`config.mk`:
```
export PLATFORM = sky130hd
export DESIGN_NAME = micro_sequencer
export DESIGN_NICKNAME = d
export VERILOG_FILES = /design/src/rtl/micro_seq_pkg.sv /design/src/rtl/micro_return_stack.sv /design/src/rtl/micro_sequencer.sv
export SDC_FILE = /design/constraint.sdc
export NUM_CORES = 1
export LEC_CHECK = 0
export CAP_MARGIN = 20
export CORE_MARGIN = 2
export CORE_UTILIZATION = 47
export CTS_CLUSTER_DIAMETER = 30
export DETAILED_ROUTE_END_ITERATION = 6
export GPL_ROUTABILITY_DRIVEN = 0
export PLACE_DENSITY_LB_ADDON = 0.15
export SLEW_MARGIN = 40
export SYNTH_ARGS = -nofsm -noshare
export SYNTH_HDL_FRONTEND = slang
export SYNTH_SLANG_ARGS = --single-unit
```
`constraint.sdc`:
```
create_clock -name clk -period 2.5 [get_ports clk]
set_clock_uncertainty 0.1 [all_clocks]
set_input_delay 0.75 -clock clk [delete_from_list [all_inputs] [get_ports clk]]
set_output_delay 0.75 -clock clk [all_outputs]
set_load 0.03 [all_outputs]
```
`src/rtl/micro_seq_pkg.sv`:
```
// micro_seq_pkg: shared definitions for the microprogram sequencer.
// Provides the next-address operation encodings, default widths and the
// condition channel indices used by the control register fields.
package micro_seq_pkg;

  // Default microaddress width and condition channel count
  localparam int DEFAULT_UADDR_W = 7;
  localparam int DEFAULT_NCOND   = 4;

  // Condition channel indices as wired by the control unit
  localparam int COND_MOC  = 0;
  localparam int COND_COND = 1;
  localparam int COND_DMOC = 2;

  // Next-address operation carried by each microinstruction
  typedef enum logic [2:0] {
    OP_INC   = 3'b000,
    OP_JMP   = 3'b001,
    OP_DEC   = 3'b010,
    OP_FETCH = 3'b011,
    OP_CJMP  = 3'b100,
    OP_CWAIT = 3'b101,
    OP_CALL  = 3'b110,
    OP_RET   = 3'b111
  } next_op_e;

endpackage

```
`src/rtl/micro_return_stack.sv`:
```
// micro_return_stack: small LIFO holding microsubroutine return addresses.
// A push while full or a pop while empty is ignored here; the sequencer
// turns those attempts into its sticky error flags.
module micro_return_stack #(
  parameter int DEPTH = 4,
  parameter int WIDTH = 7
) (
  input  logic                       clk,
  input  logic                       reset,
  input  logic                       push,
  input  logic                       pop,
  input  logic [WIDTH-1:0]           push_data,
  output logic [WIDTH-1:0]           top,
  output logic [$clog2(DEPTH+1)-1:0] count,
  output logic                       full,
  output logic                       empty
);

  localparam int CNT_W = $clog2(DEPTH + 1);
  localparam int IDX_W = (DEPTH > 1) ? $clog2(DEPTH) : 1;

  logic [WIDTH-1:0] mem [DEPTH];
  logic [IDX_W-1:0] wr_idx;
  logic [IDX_W-1:0] top_idx;

  assign full    = (count == CNT_W'(DEPTH));
  assign empty   = (count == '0);
  assign wr_idx  = IDX_W'(count);
  assign top_idx = IDX_W'(count - CNT_W'(1));
  assign top     = empty ? '0 : mem[top_idx];

  // Occupancy counter; reset empties the stack regardless of contents
  always_ff @(posedge clk or negedge reset) begin
    if (!reset) begin
      count <= '0;
    end else if (push && !full) begin
      count <= count + CNT_W'(1);
    end else if (pop && !empty) begin
      count <= count - CNT_W'(1);
    end
  end

  // Entry storage; contents above count are don't-care so no reset needed
  always_ff @(posedge clk) begin
    if (push && !full) begin
      mem[wr_idx] <= push_data;
    end
  end

endmodule

```
`src/rtl/micro_sequencer.sv`:
```
// micro_sequencer: next-microaddress generator for the microprogrammed
// control unit. Picks the next state from increment, branch target,
// decoded entry, fetch address, conditional wait or the return stack.
// Optional wait timeout is enabled with `define MICRO_SEQ_WAIT_TIMEOUT_EN.
module micro_sequencer
  import micro_seq_pkg::*;
#(
  parameter int          UADDR_W        = DEFAULT_UADDR_W,
  parameter int          NCOND          = DEFAULT_NCOND,
  parameter int          STACK_DEPTH    = 4,
  parameter int unsigned RESET_ADDR     = 0,
  parameter int unsigned FETCH_ADDR     = 1,
  parameter int unsigned TIMEOUT_CYCLES = 255
) (
  input  logic                             clk,
  input  logic                             reset,
  input  logic                             hold,
  input  logic [NCOND-1:0]                 cond_in,
  input  logic [$clog2(NCOND)-1:0]         cond_sel,
  input  logic                             cond_inv,
  input  logic [2:0]                       next_op,
  input  logic [UADDR_W-1:0]               target,
  input  logic [UADDR_W-1:0]               decode_addr,
  output logic [UADDR_W-1:0]               uaddr,
  output logic [$clog2(STACK_DEPTH+1)-1:0] stack_cnt,
  output logic                             err_ovf,
  output logic                             err_unf,
  output logic                             wait_timeout
);

  localparam int SEL_W = $clog2(NCOND);
  localparam logic [UADDR_W-1:0] RESET_UA = UADDR_W'(RESET_ADDR);
  localparam logic [UADDR_W-1:0] FETCH_UA = UADDR_W'(FETCH_ADDR);
  localparam logic [SEL_W:0]     NCOND_L  = (SEL_W + 1)'(NCOND);

  // Reject parameter sets the sequencer cannot support
  if (NCOND < 2 || STACK_DEPTH < 1 || TIMEOUT_CYCLES < 1) begin : g_param_check
    $error("micro_sequencer: NCOND>=2, STACK_DEPTH>=1, TIMEOUT_CYCLES>=1 required");
  end

  logic               cond_raw;
  logic               cond_val;
  logic [UADDR_W-1:0] inc_addr;
  logic [UADDR_W-1:0] next_addr;
  logic [UADDR_W-1:0] seq_addr;
  logic [UADDR_W-1:0] stack_top;
  logic               push_req;
  logic               pop_req;
  logic               set_ovf;
  logic               set_unf;
  logic               wait_stall;
  logic               stack_full;
  logic               stack_empty;

  assign inc_addr = uaddr + UADDR_W'(1);
  assign cond_val = cond_raw ^ cond_inv;

  // Selected condition channel; selectors beyond the last channel read 0
  always_comb begin
    cond_raw = 1'b0;
    if ({1'b0, cond_sel} < NCOND_L) begin
      cond_raw = cond_in[cond_sel];
    end
  end

  // Next-address selection and stack requests for the current microinstruction
  always_comb begin
    next_addr  = uaddr;
    push_req   = 1'b0;
    pop_req    = 1'b0;
    set_ovf    = 1'b0;
    set_unf    = 1'b0;
    wait_stall = 1'b0;
    case (next_op)
      OP_INC:   next_addr = inc_addr;
      OP_JMP:   next_addr = target;
      OP_DEC:   next_addr = decode_addr;
      OP_FETCH: next_addr = FETCH_UA;
      OP_CJMP:  next_addr = cond_val ? target : inc_addr;
      OP_CWAIT: begin
        if (cond_val) begin
          next_addr = inc_addr;
        end else begin
          wait_stall = 1'b1;
        end
      end
      OP_CALL: begin
        next_addr = target;
        if (stack_full) begin
          set_ovf = 1'b1;
        end else begin
          push_req = 1'b1;
        end
      end
      OP_RET: begin
        if (stack_empty) begin
          set_unf   = 1'b1;
          next_addr = FETCH_UA;
        end else begin
          next_addr = stack_top;
          pop_req   = 1'b1;
        end
      end
      default: next_addr = uaddr;
    endcase
  end

`ifdef MICRO_SEQ_WAIT_TIMEOUT_EN
  localparam int TO_W = $clog2(TIMEOUT_CYCLES + 1);
  localparam logic [TO_W-1:0] TO_LAST = TO_W'(TIMEOUT_CYCLES - 1);

  logic [TO_W-1:0] wait_cnt;
  logic            timeout_hit;

  assign timeout_hit = wait_stall && (wait_cnt == TO_LAST);
  assign seq_addr    = timeout_hit ? target : next_addr;

  // Wait counter: counts stalled CWAIT cycles and fires the timeout pulse
  always_ff @(posedge clk or negedge reset) begin
    if (!reset) begin
      wait_cnt     <= '0;
      wait_timeout <= 1'b0;
    end else if (hold) begin
      wait_timeout <= 1'b0;
    end else if (timeout_hit) begin
      wait_cnt     <= '0;
      wait_timeout <= 1'b1;
    end else if (wait_stall) begin
      wait_cnt     <= wait_cnt + TO_W'(1);
      wait_timeout <= 1'b0;
    end else begin
      wait_cnt     <= '0;
      wait_timeout <= 1'b0;
    end
  end
`else
  assign seq_addr     = next_addr;
  assign wait_timeout = 1'b0;
`endif

  // Current microaddress and sticky stack error flags
  always_ff @(posedge clk or negedge reset) begin
    if (!reset) begin
      uaddr   <= RESET_UA;
      err_ovf <= 1'b0;
      err_unf <= 1'b0;
    end else if (!hold) begin
      uaddr <= seq_addr;
      if (set_ovf) begin
        err_ovf <= 1'b1;
      end
      if (set_unf) begin
        err_unf <= 1'b1;
      end
    end
  end

  micro_return_stack #(
    .DEPTH (STACK_DEPTH),
    .WIDTH (UADDR_W)
  ) u_stack (
    .clk       (clk),
    .reset     (reset),
    .push      (push_req && !hold),
    .pop       (pop_req && !hold),
    .push_data (inc_addr),
    .top       (stack_top),
    .count     (stack_cnt),
    .full      (stack_full),
    .empty     (stack_empty)
  );

endmodule

```
==> metrics.yaml <==
sequentialPowerShare_pct: 37.7
slew_viol_final: 0
synthArstFlopShare_pct: 30.0
grt_usage_pct: 21.5
r2r_cells: 6
synth_cells: 189
cp_slowest_cell: "mux4_2"
p_leak_nw: 1.12
p_switching_mw: 0.899
place_ws_ns: -0.366
ys.flop_type: "edfxtp_1"
fillers: 372
holdPathStages: 1
rrSetupSlack_ns: 0.15
final_core_util_pct: 63.3
first_iter_violations: 166
setup_viol_count_final: 0
synthToLayoutAreaGrowth_pct: 31.2
totalPowerFinal_mw: 2.43
max_cap_violations: 0
critPathLaunch: "cond_in[3]"
crit_fanout: 7
r2r_end: "uaddr[2]"
cp_cell_sequence: "clkdlybuf4s50_1 > mux4_2 > xnor2_4 > and2_4 > a211oi_4 > o31ai_2"
grt_pass1_vias: 1729
critPathLaunchType: "input port"
nets: 281
die-area_mm2: 0.00539
worstPathArrival_ns: 2.51
dp_hpwl_um: 4230
syn_nets: 222
cts-root-buf: "clkbuf_8"
grt_pass1_wl_um: 8490
clock_insertion_delay_worst_skew_ns: 0.28
clk_pin_slew_worst_paths_ns: 0.07
period_needed_ns: 2.42
ir_drop_mv: 0.761
port-buffer-count: 38
cts_tree: "done"
core_area_mm2: 0.00469
min_to: "err_unf"
clock.fmax_mhz: 413
setup_slack_ns: 0.0796
gr-total-overflow: 0
drive_gt1_share_pct: 22.1
p_int_mw: 1.53
worstSetupPathType: "input port to flip-flop"
crit_path_end_kind: "flip-flop"
synth_seq_cells: 40
synth.avg_cell_area_um2: 12.0
die_y_um: 73.4
vias: 1764
synth_area_mm2: 0.00226
yosysSeqAreaShare_pct: 50.4
clkSinkCount: 40
final_common_cell: "clkdlybuf4s50_1"
antenna_found_initial: 0
r2r_start: "u_stack.count[0]"
worst_slew_pin_slew_ns: 0.655
synth_cell_types: 47
die_w_um: 73.4
min_period_over_period_pct: 96.8
h-tree-depth: 2
hold_class: "flip-flop to flip-flop"
ys_warn_count: 0
crit_required_ns: 2.59
crit_path_max_incr_delay_ns: 0.53
powerDensity_mw_per_mm2: 820
status: "completed"
firstDrtPassIters: 4
rsz0062_at_grt: "false"
start_util_pct: 48.2
switching_share_pct: 36.9
finalHoldViolations: 0
slew_headroom_pct: 56.0
viasPerCell: 5.82
grt_max_degree: 13
fp-row-count: 25
final_cell_mix: "clkdlybuf4s50_1 (37), edfxtp_1 (28), buf_4 (22)"
numCtsBuffers: 5
hp-start: "err_unf"
synth-edff-count: 28
p_clk_share_pct: 16.7
wire_per_inst_um: 18.0
diodes: 0
drc: 0
clock_path_buffers: 2
ios: 40
wirelength_um: 5460
final_antenna_net_count: 0
combPwrFrac_pct: 45.5
[flip-flops by register name (all words and copies together), names as in the netlist]
signal	count
uaddr	7
err_unf	1
err_ovf	1
u_stack.count	3
u_stack.mem	28
[Yosys cell counts, drive strengths merged, types with 5 or more instances]
cell     count  area [µm²]
nand3        5        25.0
o21ai        5        25.0
clkbuf       7        26.3
dfrtp       12         300
mux4         8         180
nand2       14        52.6
nor2        22        82.6
a22o         5        43.8
edfxtp      28         841
ha           6        75.1
a2bb2oi      5        43.8
nor2b        7        43.8
a21oi        5        25.0
[critical path, delay by kind of cell]
kind | cells | cell delay [ns]
xor gates and xnor gates | 1 | 0.28
and+or+nand+nor | 1 | 0.26
buffers and inverters | 1 | 0.40
muxes | 1 | 0.53
AOI/OAI and AO/OA | 2 | 0.30
[final cells by class]
type                            count  area [µm²]  share of cell area [%]
Sequential cell                    40        1140                    38.4
Timing Repair Buffer               63         587                    19.8
Tap cell                           54        67.6                    2.28
Clock buffer                        6        72.6                    2.44
Inverter                            3        11.3                   0.379
Clock inverter                      2        11.3                   0.379
Multi-Input combinational cell    135        1080                    36.3
[metrics by stage]
step | setup TNS (ns) | hold slack [ns] | area (µm²) | std cells
floorplan | 0 | 0.354 | 2270 | 189
global route | 0 | 0.401 | 2970 | 303
finish | 0 | 0.376 | 2970 | 303
CTS | 0 | 0.381 | 2960 | 303
detailed placement | -3.67 | 0.359 | 2860 | 294
global placement | -2.40 | 0.361 | 2860 | 294
[timing repair]
action / CTS / global route
pin swaps: 8 / 2
resized for setup: 5 / 1
setup endpoints to repair: 5 / 4
hold buffers: 0 / 0
setup buffers: 1 / 0
[logic make-up (layout without fill, tap and decap cells)]
logic type / count (synthesis) / count (layout) / share of synthesized area, %
other cells: 1 / 1 / 0.166
mux: 13 / 13 / 10.3
compound gates: 42 / 42 / 15.1
flops: 40 / 40 / 50.4
fa+ha+maj: 6 / 6 / 3.32
simple gates: 65 / 65 / 14.2
buf+inv: 14 / 74 / 2.60
xor+xnor: 8 / 8 / 3.93
[routing by layer]
| layer | global-route usage (%) | wire length, µm | vias up |
|---|---|---|---|
| li1 | - | - | 827 |
| met1 | 27.7 | 2320 | 863 |
| met2 | 37.2 | 2810 | 66 |
| met3 | 4.25 | 248 | 8 |
| met4 | 5.25 | 83 | 0 |
| met5 | 0 | 0 | - |
[worst max-delay path by stage]
stage	slack (ns)	to	cells past startpoint
2_1_floorplan	0.02	uaddr[2]	8
3_3_place_gp	-0.28	uaddr[2]	7
3_5_place_dp	-0.37	uaddr[5]	7
4_1_cts	0.06	uaddr[5]	7
5_1_grt	0.002	uaddr[3]	6
6_report	0.08	uaddr[2]	6
[power groups by stage]
| stage | combinational (mW) | sequential [mW] | clock (mW) |
|---|---|---|---|
| floorplan | 0.571 | 1.04 | 0 |
| global placement | 1.07 | 0.922 | 0 |
| detailed placement | 1.10 | 0.931 | 0 |
| CTS | 1.12 | 0.918 | 0.413 |
| global route | 1.19 | 0.927 | 0.443 |
| finish | 1.11 | 0.919 | 0.408 |
Power figures use the tool's default switching activity.
